## src/rtl/bal_pkg.sv

```systemverilog
// rtl/bal_pkg.sv - shared types and constants for the balanced-line mode switch
package bal_pkg;

    typedef enum logic {
        BAL_ACTIVE = 1'b0,
        BAL_GUARD  = 1'b1
    } bal_state_t;

    localparam logic BAL_TYPE_MC = 1'b1;
    localparam logic BAL_TYPE_SY = 1'b0;

endpackage

```

## src/rtl/bal_sync.sv

```systemverilog
// rtl/bal_sync.sv - multi-bit flop-chain synchroniser with async active-low reset
module bal_sync #(
    parameter int W      = 1,
    parameter int STAGES = 2
) (
    input  logic         i_clk,
    input  logic         i_rst_n,
    input  logic [W-1:0] i_d,
    output logic [W-1:0] o_q
);

    logic [STAGES-1:0][W-1:0] r_chain;

    // Shift the asynchronous input through STAGES flops; every stage clears on reset
    always_ff @(posedge i_clk or negedge i_rst_n) begin
        if (!i_rst_n) begin
            r_chain <= '0;
        end else begin
            r_chain[0] <= i_d;
            for (int i = 1; i < STAGES; i++) begin
                r_chain[i] <= r_chain[i-1];
            end
        end
    end

    assign o_q = r_chain[STAGES-1];

endmodule

```

## src/rtl/switch_bal_mode.sv

```systemverilog
// rtl/switch_bal_mode.sv - glitch-free MC/SYNC source switch for balanced lines; optional BAL_ERR_LATCH_EN
module switch_bal_mode
    import bal_pkg::*;
#(
    parameter int               N_OUT        = 4,
    parameter int               N_IN         = 3,
    parameter int               SYNC_STAGES  = 2,
    parameter int               GUARD_CYCLES = 16,
    parameter logic [N_OUT-1:0] IDLE_LEVEL   = '0,
    parameter logic             TYPE_RST     = 1'b0,
    parameter int               LINE_IDX     = 1,
    parameter int               ERR_IDX      = 2
) (
    input  logic             CLK,
    input  logic             RESET_N,
    input  logic             TYPE_REQ,
    input  logic [N_OUT-1:0] SRC_MC,
    input  logic [N_OUT-1:0] SRC_SY,
    output logic [N_OUT-1:0] BL_OUT,
    input  logic [N_IN-1:0]  BL_IN,
    output logic [N_IN-1:0]  BL_IN_SYNC,
    output logic             LINE1_RISE,
    output logic             TYPE_ACT,
    output logic             SWITCHING
`ifdef BAL_ERR_LATCH_EN
    ,
    input  logic             ERR_CLR,
    output logic             ERR_LATCHED
`endif
);

    localparam int               CNT_W    = $clog2(GUARD_CYCLES + 1);
    localparam logic [CNT_W-1:0] CNT_LOAD = CNT_W'(GUARD_CYCLES - 1);

    bal_state_t       r_state;
    bal_state_t       w_state_nxt;
    logic [CNT_W-1:0] r_cnt;
    logic [CNT_W-1:0] w_cnt_nxt;
    logic             r_type_act;
    logic             w_type_act_nxt;
    logic [N_OUT-1:0] r_bl_out;
    logic [N_OUT-1:0] w_bl_out_nxt;
    logic             r_treq_prev;
    logic             w_treq_s;
    logic [N_IN-1:0]  w_bl_in_s;
    logic             r_line_prev;
    logic             r_line_rise;

    bal_sync #(.W(1), .STAGES(SYNC_STAGES)) u_sync_type (
        .i_clk   (CLK),
        .i_rst_n (RESET_N),
        .i_d     (TYPE_REQ),
        .o_q     (w_treq_s)
    );

    bal_sync #(.W(N_IN), .STAGES(SYNC_STAGES)) u_sync_bl_in (
        .i_clk   (CLK),
        .i_rst_n (RESET_N),
        .i_d     (BL_IN),
        .o_q     (w_bl_in_s)
    );

    // FSM, guard counter, connected mode and registered output lines
    always_ff @(posedge CLK or negedge RESET_N) begin
        if (!RESET_N) begin
            r_state     <= BAL_GUARD;
            r_cnt       <= CNT_LOAD;
            r_type_act  <= TYPE_RST;
            r_bl_out    <= IDLE_LEVEL;
            r_treq_prev <= 1'b0;
        end else begin
            r_state     <= w_state_nxt;
            r_cnt       <= w_cnt_nxt;
            r_type_act  <= w_type_act_nxt;
            r_bl_out    <= w_bl_out_nxt;
            r_treq_prev <= w_treq_s;
        end
    end

    // Next state: leave ACTIVE on a mode mismatch, count out the guard, restart it if the request moves
    always_comb begin
        w_state_nxt    = r_state;
        w_cnt_nxt      = r_cnt;
        w_type_act_nxt = r_type_act;
        w_bl_out_nxt   = IDLE_LEVEL;
        case (r_state)
            BAL_ACTIVE: begin
                if (w_treq_s != r_type_act) begin
                    w_state_nxt = BAL_GUARD;
                    w_cnt_nxt   = CNT_LOAD;
                end else begin
                    w_bl_out_nxt = (r_type_act == BAL_TYPE_MC) ? SRC_MC : SRC_SY;
                end
            end
            BAL_GUARD: begin
                if (w_treq_s != r_treq_prev) begin
                    w_cnt_nxt = CNT_LOAD;
                end else if (r_cnt == '0) begin
                    // Connect whatever is requested now, even if it equals the old mode
                    w_type_act_nxt = w_treq_s;
                    w_state_nxt    = BAL_ACTIVE;
                end else begin
                    w_cnt_nxt = r_cnt - CNT_W'(1);
                end
            end
            default: begin
                w_state_nxt = BAL_GUARD;
                w_cnt_nxt   = CNT_LOAD;
            end
        endcase
    end

    // Registered rising-edge detector on the synchronised LINE1 return line
    always_ff @(posedge CLK or negedge RESET_N) begin
        if (!RESET_N) begin
            r_line_prev <= 1'b0;
            r_line_rise <= 1'b0;
        end else begin
            r_line_prev <= w_bl_in_s[LINE_IDX];
            r_line_rise <= w_bl_in_s[LINE_IDX] & ~r_line_prev;
        end
    end

`ifdef BAL_ERR_LATCH_EN
    logic r_err_latched;

    // Sticky error flag; a set in the same cycle as a clear keeps it set
    always_ff @(posedge CLK or negedge RESET_N) begin
        if (!RESET_N) begin
            r_err_latched <= 1'b0;
        end else begin
            r_err_latched <= w_bl_in_s[ERR_IDX] | (r_err_latched & ~ERR_CLR);
        end
    end

    assign ERR_LATCHED = r_err_latched;
`endif

    assign BL_OUT     = r_bl_out;
    assign BL_IN_SYNC = w_bl_in_s;
    assign LINE1_RISE = r_line_rise;
    assign TYPE_ACT   = r_type_act;
    assign SWITCHING  = (r_state == BAL_GUARD);

endmodule

```

## config.mk

```make
export PLATFORM = sky130hd
export DESIGN_NAME = switch_bal_mode
export DESIGN_NICKNAME = d
export VERILOG_FILES = /design/src/rtl/bal_pkg.sv /design/src/rtl/bal_sync.sv /design/src/rtl/switch_bal_mode.sv
export SDC_FILE = /design/constraint.sdc
export NUM_CORES = 1
export LEC_CHECK = 0
export BUFFER_PORTS_ARGS = -buffer_cell sky130_fd_sc_hd__buf_2
export CAP_MARGIN = 15
export CORE_UTILIZATION = 44
export CTS_CLUSTER_DIAMETER = 30
export DETAILED_ROUTE_END_ITERATION = 10
export PLACE_DENSITY_LB_ADDON = 0.08
export SYNTH_ARGS = -nofsm -noshare
export SYNTH_HDL_FRONTEND = slang
export SYNTH_HIERARCHICAL = 1
export SYNTH_SLANG_ARGS = --single-unit
```

## constraint.sdc

```tcl
create_clock -name CLK -period 1.4 [get_ports CLK]
set_clock_uncertainty 0.1 [all_clocks]
set_input_delay 0.07 -clock CLK [delete_from_list [all_inputs] [get_ports CLK]]
set_output_delay 0.07 -clock CLK [all_outputs]
set_load 0.02 [all_outputs]
```

# Word-level counts from Yosys, hierarchy flattened
# Cells that the tools add are included.
[op_classes]
addsub = 1
eq_ne = 4
n_reduce_logical = 3
muxes = 11
bitwise = 4
[op_table]
columns = ["op", "n"]
rows = [
  ["5-bit 2-to-1 mux", 3],
  ["4-bit 2-to-1 mux", 3],
  ["5-bit one-hot mux with 2 select lines", 1],
  ["5-bit zero test", 1],
  ["5-bit by 1-bit subtractor with 5-bit output, second input constant", 1],
  ["1-bit 2-to-1 mux", 3],
  ["3-bit != test, second input constant", 1],
  ["1-bit inverter", 3],
  ["3-bit AND reduction", 1],
  ["1-bit != test", 2],
  ["2-bit != test, second input constant", 1],
  ["1-bit one-hot mux with 2 select lines", 1],
  ["2-bit AND reduction", 1],
  ["1-bit AND", 1],
]
[totals]
register_bits = 22
word_cells = 34
inputBits = 14

# Logic depth before layout (Yosys ltp)
[logic_depth]
word_depth = 4
ltp_mapped = 5

# Modules after synthesis
# The synthesis kept the hierarchy.
[modules_own_cells]
columns = ["module", "area_each_um2", "instances", "cells_each"]
rows = [
  ["switch_bal_mode", 641.9, 1, 52],
  ["bal_sync at u_sync_bl_in", 172.7, 1, 9],
  ["bal_sync at u_sync_type", 50.0, 1, 2],
]

# Worst setup path after synthesis
# No wires, ideal clock.
[synth_path]
path_type = "reg-to-reg"
start = "reg r_cnt[0]"
end = "reg r_type_act, in the netlist TYPE_ACT"
t_required_ns = 1.175
slack_ns = -0.150
path_stages_with_launch = 6
period_less_slack_ns = 1.550
arrival_ns = 1.325
n_path_buf = 0
setup_ns = 0.125
path_cell_list = "dfstp_2 > inv_1 > ha_1 > nor4b_4 > nand3_2 > mux2_2"
[synth_between]
elab_chain_cells = 2
[synth_rtl]
columns = ["item", "line_no", "rtl"]
rows = [
  ["start: declaration", "switch_bal_mode.sv:37", "logic [CNT_W-1:0] r_cnt;"],
  ["start signal: assignment", "switch_bal_mode.sv:73", "r_cnt <= w_cnt_nxt;"],
  ["5-bit zero test", "switch_bal_mode.sv:98", "end else if (r_cnt == '0) begin"],
  ["3-bit AND reduction (no source line)", "--", ""],
  ["end signal: assignment", "switch_bal_mode.sv:74", "r_type_act <= w_type_act_nxt;"],
  ["end: declaration", "switch_bal_mode.sv:39", "logic r_type_act;"],
]
# No other way between the ends.
# A chain may end at the register's enable or synchronous reset.

# Worst setup path after layout
# Same ends and word-level chain as after synthesis.

==> results_dict.tcl <==
set metrics [dict create \
    cp_top_family "simple AND/OR/NAND/NOR gates" \
    core-area_mm2 0.001783 \
    cts_tree "built" \
    cts-root-buf "clkbuf_4" \
    slowest_delay_ns 0.39 \
    dp.cells 115 \
    first_iter_violations 16 \
    nets 129 \
    crit_slowest_cell "dfstp_2" \
    grt_max_degree 23 \
    max-vdd-ir-drop_v 0.0007252 \
    avgSynthCellArea_um2 13.72 \
    grt_pass1_wl_um 2829 \
    fin_crit_ns 1.578 \
    netlist_instances 63 \
    min_path_type "in2async" \
    max_freq_mhz 633.8 \
    power_density_mw_per_mm2 1249 \
    ys_ff_latch 22 \
    crit_required_ns 1.51 \
    postRouteAntennaNets 0 \
    path_buf_inv 1 \
    maxSlewViolCount 0 \
    antennaDiodeCount 0 \
    status "finished with violations" \
    path_clk_slew_ns 0.12 \
    ys_seq_area_share_pct 64.40 \
    initial_core_util_pct 48.49 \
    tightest_slew_ns 0.4715 \
    final-setup-viol-count 6 \
    htree_levels 1 \
    viasPerCell 5.116 \
    place_congestion 0.8967 \
    numCtsBuffers 3 \
    overflow 0 \
    period_share_pct 112.7 \
    num_vias 706 \
    num_rows 15 \
    violations "setup timing" \
    grt_pass1_vias 651 \
    clock_latency_ns 0.31 \
    crit_path_cell_trace "inv_2 > ha_4 > nor4b_4 > nand3_2 > mux2_4" \
    firstDrtPassIters 4 \
    hpwlAfterDp_um 1029 \
    drive_above_1_share_pct 50.44 \
    design.die.area_mm2 0.002146 \
    areaGrowthSynthToFinish_pct 50.07 \
    post_drt_wl_per_cell_um 13.16 \
    worstSetupPathType "reg2reg" \
    ys_warn_count 6 \
    maxCapViolCount 0 \
    finalSetupTns_ns -0.6036 \
    track_usage_pct 19.78 \
    slew_headroom_pct 68.57 \
    p_leak_nw 0.6048 \
    fin_cells 138 \
    io_pins 24 \
    dieHeight_um 46.33 \
    synth_cell_types 28 \
    antenna_found_initial 0 \
    die_w_um 46.33 \
    arrival_ns 1.69 \
    rsz0062_at_grt "true" \
    route.detailed.drc 0 \
    routed_wl_um 1816 \
    cts_num_sinks 22 \
    total_power_mw 1.621 \
    crit_path_start_kind "flip-flop" \
    fin_util_pct 72.77 \
    synthesis.nets 78 \
    fin_ws_ns -0.1779 \
    cp-end-kind "flip-flop" \
    netlist_area_um2 864.6 \
    port_buffers 23 \
    finalHoldViolCount 0 \
    clockBufferDepth 2 \
    crit_fanout 4 \
]
layout make-up:
class / count / area, µm²
clock buffer: 3 / 22.52
clock inverter: 1 / 30.03
fill: 130 / 485.5
inverter: 3 / 11.26
multi-input combinational: 34 / 290.3
sequential: 22 / 558.0
tap: 25 / 31.28
timing repair buffer: 50 / 354.1
worst reg2reg max path, cell delays in order (launching register included):
cell and delay (ns):
dfstp_2 0.39, inv_2 0.07, ha_4 0.15, nor4b_4 0.28
nand3_2 0.16, mux2_4 0.32
registers in the layout, indices dropped and copies added (netlist names), 3 cells and up:
register / cells
u_sync_bl_in/o_q: 3
u_sync_bl_in/r_chain: 3
BL_OUT: 4
r_cnt: 5
synthesized netlist by cell type:
cell type,instances,area share [%]
a22oi_1,4,3.5
xnor2_2,1,1.9
or4b_1,1,1.2
or4_1,1,0.87
ha_1,1,1.4
nor3_1,1,0.58
dfstp_2,5,15
nor2b_1,1,0.72
nand4_1,2,1.4
a31o_2,1,1.0
buf_4,3,2.6
clkbuf_1,1,0.43
a21boi_0,1,0.87
mux2_2,1,1.3
and2_1,2,1.4
o211a_1,1,1.2
nand3_1,2,1.2
a22o_2,1,1.2
o21bai_1,1,0.87
nor4b_4,1,2.7
a22o_1,1,1.0
o311ai_0,2,2.0
a31oi_1,1,0.72
dfrtp_1,17,49
nand3_2,1,1.2
inv_1,3,1.3
o211ai_1,1,0.87
nor2_1,5,2.2
cells in the final DEF (no fill, tap or decap):
| cell | instances |
|---|---|
| buf_2 | 23 |
| dfrtp_1 | 16 |
| dlygate4sd3_1 | 13 |
| buf_4 | 13 |
| dfstp_2 | 5 |
| nor2_1 | 5 |
| a22oi_1 | 4 |
| clkbuf_4 | 3 |
| inv_2 | 2 |
| and2_1 | 2 |
| nand3_1 | 2 |
| nand4_1 | 2 |
| nor2b_1 | 1 |
| o21bai_1 | 1 |
| xnor2_2 | 1 |
| nor4b_4 | 1 |
| nand3_2 | 1 |
| inv_1 | 1 |
| o311ai_0 | 1 |
| a21boi_0 | 1 |
| mux2_4 | 1 |
| nor3_1 | 1 |
| or4_4 | 1 |
| o211ai_1 | 1 |
| a22o_1 | 1 |
| o311ai_1 | 1 |
| a22o_2 | 1 |
| or4b_1 | 1 |
| o211a_1 | 1 |
| a31oi_1 | 1 |
| a31o_2 | 1 |
| ha_4 | 1 |
| bufinv_16 | 1 |
| buf_6 | 1 |
| dfrtp_2 | 1 |
cells by family (layout without fill, tap and decap cells):
family	after synthesis	count (layout)	share of synthesized area, %
DFF	22	22	64.40
and+or+nand+nor	17	17	13.46
muxes	1	1	1.302
AOI/OAI and AO/OA	14	14	13.17
xor gates and xnor gates	1	1	1.882
adders and majority gates	1	1	1.447
buffers and inverters	7	57	4.341
layer usage:
metal	up-vias	wire length, µm	part of all wire, %	global-route usage (%)
li1	334	-	-	-
met2	33	890	49	33.33
met5	-	0	0	0
met1	333	746	41	23.45
met3	6	122	6.7	2.745
met4	0	57	3.1	12.35
power breakdown:
part | switching [mW] | total (mW) | internal (mW)
Sequential | 0.0413 | 0.751 | 0.710
Clock | 0.192 | 0.482 | 0.290
Combinational | 0.155 | 0.388 | 0.233
through the flow:
step                setup WS [ns]  instance area, µm²  hold slack (ns)
global route              -0.2305                1297           0.1745
CTS                       -0.1556                1289           0.1327
floorplan                -0.06548               880.8          -0.3256
detailed placement        -0.1749                1061         -0.05047
finish                    -0.1779                1297           0.1283
global placement          -0.1108                1061         -0.05542
path summary, 6_finish.rpt:
path                                          from                  end  slack, ns  depth (start not counted)
setup / recovery                          r_cnt[0]             TYPE_ACT      -0.18                          5
hold / removal                             RESET_N             TYPE_ACT       0.13                          2
setup reg to reg                          r_cnt[0]             TYPE_ACT      -0.18                          5
hold reg to reg            u_sync_bl_in/r_chain[2]  u_sync_bl_in/o_q[2]       0.26                          0
max in group asynchronous                  RESET_N            SWITCHING       0.72                          2
min in group CLK           u_sync_bl_in/r_chain[2]  u_sync_bl_in/o_q[2]       0.26                          0
timing repair:
item | in CTS | in global routing
pin swaps | 4 | 3
resized for setup | 2 | 1
setup endpoints to repair | 7 | 7
buffers inserted | 5 | 1
hold buffers | 13 | 0
hold endpoints to repair | 30 | 0
Power figures use the tool's default switching activity.
